File: src/rtl/pwm_duty_scheduler.sv
// rtl/pwm_duty_scheduler.sv - batched per-channel PWM duty commit on period TICK (soft ramp option: PWM_SOFT_RAMP_EN)
module pwm_duty_scheduler #(
    parameter int NCH = 4,
    parameter int DW  = 8,
    parameter int CHW = 2
) (
    input  logic              CLK,
    input  logic              RST,
    input  logic              TICK,
    input  logic              CMD_VALID,
    output logic              CMD_READY,
    input  logic [CHW-1:0]    CMD_CH,
    input  logic [DW-1:0]     CMD_DUTY,
    output logic [NCH*DW-1:0] DUTY,
    output logic              COMMIT,
    output logic              BUSY
);

    typedef enum logic [1:0] {
        IDLE    = 2'd0,
        PENDING = 2'd1,
        APPLY   = 2'd2
    } state_t;

    state_t         state;
    state_t         state_nxt;
    logic [DW-1:0]  shadow     [NCH];
    logic [DW-1:0]  target     [NCH];
    logic [DW-1:0]  target_nxt [NCH];
    logic [DW-1:0]  active     [NCH];
    logic [NCH-1:0] pend;
    logic           xfer;

    assign CMD_READY = !RST && (state != APPLY);
    assign xfer      = CMD_VALID && CMD_READY;
    assign COMMIT    = (state == APPLY);

    always_comb begin
        state_nxt = state;
        case (state)
            IDLE:    if (xfer) state_nxt = PENDING;
            PENDING: if (TICK) state_nxt = APPLY;
            APPLY:   state_nxt = IDLE;
            default: state_nxt = IDLE;
        endcase
    end

    // Only channels written since the last commit pick up their shadow.
    always_comb begin
        for (int k = 0; k < NCH; k++) begin
            target_nxt[k] = (COMMIT && pend[k]) ? shadow[k] : target[k];
        end
    end

    always_ff @(posedge CLK) begin
        if (RST) begin
            state <= IDLE;
            pend  <= '0;
            for (int k = 0; k < NCH; k++) begin
                shadow[k] <= '0;
                target[k] <= '0;
                active[k] <= '0;
            end
        end else begin
            state <= state_nxt;
            for (int k = 0; k < NCH; k++) begin
                target[k] <= target_nxt[k];
            end
            if (COMMIT) begin
                pend <= '0;
            end
            if (xfer) begin
                shadow[CMD_CH] <= CMD_DUTY;
                pend[CMD_CH]   <= 1'b1;
            end
`ifdef PWM_SOFT_RAMP_EN
            // One LSB per period toward target; equality stops the ramp, so it never overshoots.
            if (TICK) begin
                for (int k = 0; k < NCH; k++) begin
                    if (active[k] < target[k]) begin
                        active[k] <= active[k] + DW'(1);
                    end else if (active[k] > target[k]) begin
                        active[k] <= active[k] - DW'(1);
                    end
                end
            end
`else
            // Loading from the post-commit value lands new duty the cycle after COMMIT.
            for (int k = 0; k < NCH; k++) begin
                active[k] <= target_nxt[k];
            end
`endif
        end
    end

    always_comb begin
        DUTY = '0;
        BUSY = |pend;
        for (int k = 0; k < NCH; k++) begin
            DUTY[k*DW +: DW] = active[k];
            if (active[k] != target[k]) begin
                BUSY = 1'b1;
            end
        end
    end

endmodule
File: config.mk
export PLATFORM = sky130hd
export DESIGN_NAME = pwm_duty_scheduler
export DESIGN_NICKNAME = d
export VERILOG_FILES = /design/src/rtl/pwm_duty_scheduler.sv
export SDC_FILE = /design/constraint.sdc
export NUM_CORES = 1
export LEC_CHECK = 0
export CORE_AREA = 2 2 87 89
export CTS_CLUSTER_SIZE = 30
export DETAILED_ROUTE_END_ITERATION = 10
export DIE_AREA = 0 0 89 91
export GPL_TIMING_DRIVEN = 0
export SLEW_MARGIN = 0
export SYNTH_ARGS = -nofsm -noshare
export SYNTH_HDL_FRONTEND = slang
export SYNTH_SLANG_ARGS = --single-unit
export TNS_END_PERCENT = 5
File: constraint.sdc
create_clock -name CLK -period 2.15 [get_ports CLK]
set_clock_uncertainty 0.15 [all_clocks]
set_input_delay 0.43 -clock CLK [delete_from_list [all_inputs] [get_ports CLK]]
set_output_delay 0.43 -clock CLK [all_outputs]
set_load 0.01 [all_outputs]
==> results of run 1 <==
[flip-flops by register name, indices dropped and copies added (netlist names)]
signal and count:
shadow 32, active 21, target 11, pend 4
state 2
[what timing repair did]
item                                    CTS  global route
hold buffers                              0             0
pin swaps                                 1             0
gates resized for setup                   5             1
buffers inserted                          0             2
endpoints found under the setup margin   10            13
[placed cells by master (no fill, tap or decap)]
cell type        Yosys  final
nand2_1             65     65
or2_2                1      1
or4_1                1      1
nor2_4               0      1
nor3_1               3      3
buf_4                0      2
nor4b_4              2      2
edfxtp_1            32     32
dfxtp_1             38     38
clkdlybuf4s50_1      0     45
clkinv_2             0      2
a21o_1               3      3
nor4_4               1      1
and3b_1              4      4
a21oi_1             32     32
a31o_2               1      1
nand2b_2             1      1
buf_6                1      1
buf_2                7      7
and2_1              32     32
nand3b_1             4      4
clkbuf_1             3      3
clkinv_1             0      1
nor2b_4              1      1
clkbuf_8             0     12
or2_4                0      1
nor2_1               2      1
o21ai_0              1      1
a31oi_1              1      1
dlygate4sd2_1        0      3
bufinv_16            0      1
or2_1                2      1
[final cells by class]
type                            count  share of cell area (%)
Multi-Input combinational cell    157                   24.87
Clock buffer                       12                   4.765
Sequential cell                    70                   49.68
Buffer                             11                   1.661
Timing Repair Buffer               50                   14.19
Clock inverter                      4                   1.264
Tap cell                           99                   3.574
[per-layer routing]
| layer | track usage (%) | share of wire, % | up-vias |
|---|---|---|---|
| met4 | 6.343 | 2.0 | 0 |
| met2 | 22.76 | 47 | 40 |
| met3 | 2.455 | 5.2 | 8 |
| met1 | 19.30 | 46 | 823 |
| met5 | 0 | 0 | - |
| li1 | - | - | 930 |
[critical path: cells and delay by family (launching register included)]
kind	cells	cell delay, ps
simple gates	1	570
flops	1	340
buf+inv	1	310
[report_power, final]
part           internal (mW)  total [mW]  switching [mW]
Sequential              1.43        1.44          0.0135
Combinational         0.0601       0.139          0.0786
Clock                  0.623        1.08           0.459
Total                   2.11        2.66           0.551
[worst paths after layout]
path	start	endpoint	depth (start not counted)
setup / recovery	pend[0]	BUSY	2
hold / removal	active[1][5]	active[1][5]	2
setup reg to reg	state[1]	shadow[2][3]	4
hold reg to reg	active[1][5]	active[1][5]	2
[cells by family after synthesis]
logic type / after synthesis / share of synthesized area (%)
flip-flops: 70 / 65.43
buffers and inverters: 11 / 2.187
AO/OA/AOI/OAI: 38 / 7.703
AND/OR/NAND/NOR: 119 / 24.68
==> impl_results.md, run 1 <==
* Run status: complete, no violations
* Count of boundary I/O pins at 49
* Synth warn at 0
* Gate count after technology mapping at about 240
* Root cell of the clock tree: clkbuf_8
* Proportion of layout cells with a drive suffix above 1 at 11.18%
* Area grow syn2layout at 31.72%
* Die height at 91 microns
* Horizontal die dimension at 89 microns
* Setup slack, reg-to-reg at 370 ps
* Top cell type's share of synthesized area at 36.52%
* Total number of vias at 1,801
* Total power at 2.664 mW
* Detailed placer's ending HPWL at 3749 microns
* Worst stage delay on the critical path at around 570 ps
* Setup CP Type: reg2out
* Final Cycle Share at 98.82%
* Count of nets left with antenna violations after detail routing at 0
* Number of pins with negative max-slew slack in the final report at 0
* Final core utilization at 48.56%
* Smallest hold slack at 305.4 ps
* Dominant register cell in the synthesized netlist: dfxtp_1
* Area taken by multi-input logic gates at 862.1 sq um
* Post-Synthesis Net Count at 252
* Sum Neg Setup Slack at 0 ps
* Number of design rule violations left after detail routing at 0
* Initial antenna violation count at 0
* Core Box Area at 7137 sq um
* Library cell contributing the largest single delay on the critical path: or4_1
* Top achievable clock speed at roughly 0.47 GHz
* Lkg Pwr at 1.258 nW
* Number of design-rule violations left by the first detailed-router iteration at 84
* Kind of end point of the critical path: primary output
* Pre-Repair DR Iteration Count at 4
* Final number of setup-violating endpoints at 0
* Maximum number of buffers from clock root to sink at 2
* Worst-case headroom to the max-slew limit at 64.44%
* Worst setup margin at ~25 ps
* Kind of launch point of the worst setup path: register
* # H-tree levels at 3
* Data arrival, critical path at approximately 1500 ps
* Yosys reg bits at 70
* Synthesized area at between 2000 and 3000 sq um
* Synth top cells by count: 65 x nand2_1, 38 x dfxtp_1, 32 x a21oi_1, 32 x and2_1, 32 x edfxtp_1
* Number of clock sinks at 70
* Diode insertion count for antenna repair at 0
* Min cycle time layout at 2125 ps
* Routability-driven placement congestion ratio at ~0.74
* Number of nets at the end of the flow at 313
* Global-route wire length before repair at 8763 microns
* Total clock buffers created by CTS at 9
* Maximum number of pins on one net before global-route repair at 12
* Transition time of the tightest slew-check pin at around 530 ps
* Number of vias per cell after detailed routing at 4.469
* Placed instance count at 385
* Count of port buffers added during placement at 48
* Placed instance area at 3236 sq um
* Number of distinct library cell variants in the gate-level netlist after synthesis at 23
* Num rows at 31
* Via count of the first global-routing pass at 1,801
* Starting Density at 36.87%
* Final wirelength at 5394 microns
* Largest voltage drop on the vdd net at 0.0003296 V
* Largest fanout on the critical path at 4
* Pre-CTS setup slack at -364.7 ps
* Class of the worst hold path: reg2reg
* Crit path cell chain: or4_1 > dlygate4sd2_1
* Cells taking the most area after synthesis: edfxtp_1 37%, dfxtp_1 29%, nand2_1 9.3%, and2_1 7.6%, a21oi_1 6.1%
* Required arrival time at the worst endpoint at roughly 1600 ps
* Die Footprint at 8099 sq um
* Clock insertion delay at the later pin of the skew report at between 300 and 400 ps
* Part of the Yosys area used for sequential elements at 65.43%
* Mean area per synthesized cell at 11.06 sq um
* FILL cells at 704
* Max-capacitance violation count at 0
* Proportion of register bits with asynchronous set or reset after synthesis at 0%
* Yosys top cell by area: edfxtp_1
* Clock transition at path regs at 70 ps
* CTS tree: built
* Overflow left after global routing at 0
* Final Hold Violating Endpoints at 0
* Final instance area at 3466 sq um
* Count of flip-flops with a built-in enable after synthesis at 32
* GRT Overall Usage at 14.44%
* Power density over cell area at 768.6 nW/um^2
* Storage element area at 1722 sq um
* Top-count cell post-synth: nand2_1
* Final Non-Filler Cells at 403
* Average detailed-routed wire length per instance at 13.38 microns
(Power assumes the default switching activity.)
==> run 2, diff against run 1 <==
- SLEW_MARGIN: 0 -> unset
==> results of run 2 <==
Final layout, timing and power as in run 1 (identical DEF).
==> run 3, diff against run 2 <==
- GPL_ROUTABILITY_DRIVEN: unset -> 0
==> results of run 3 <==
Final layout, timing and power as in run 1 (identical DEF).
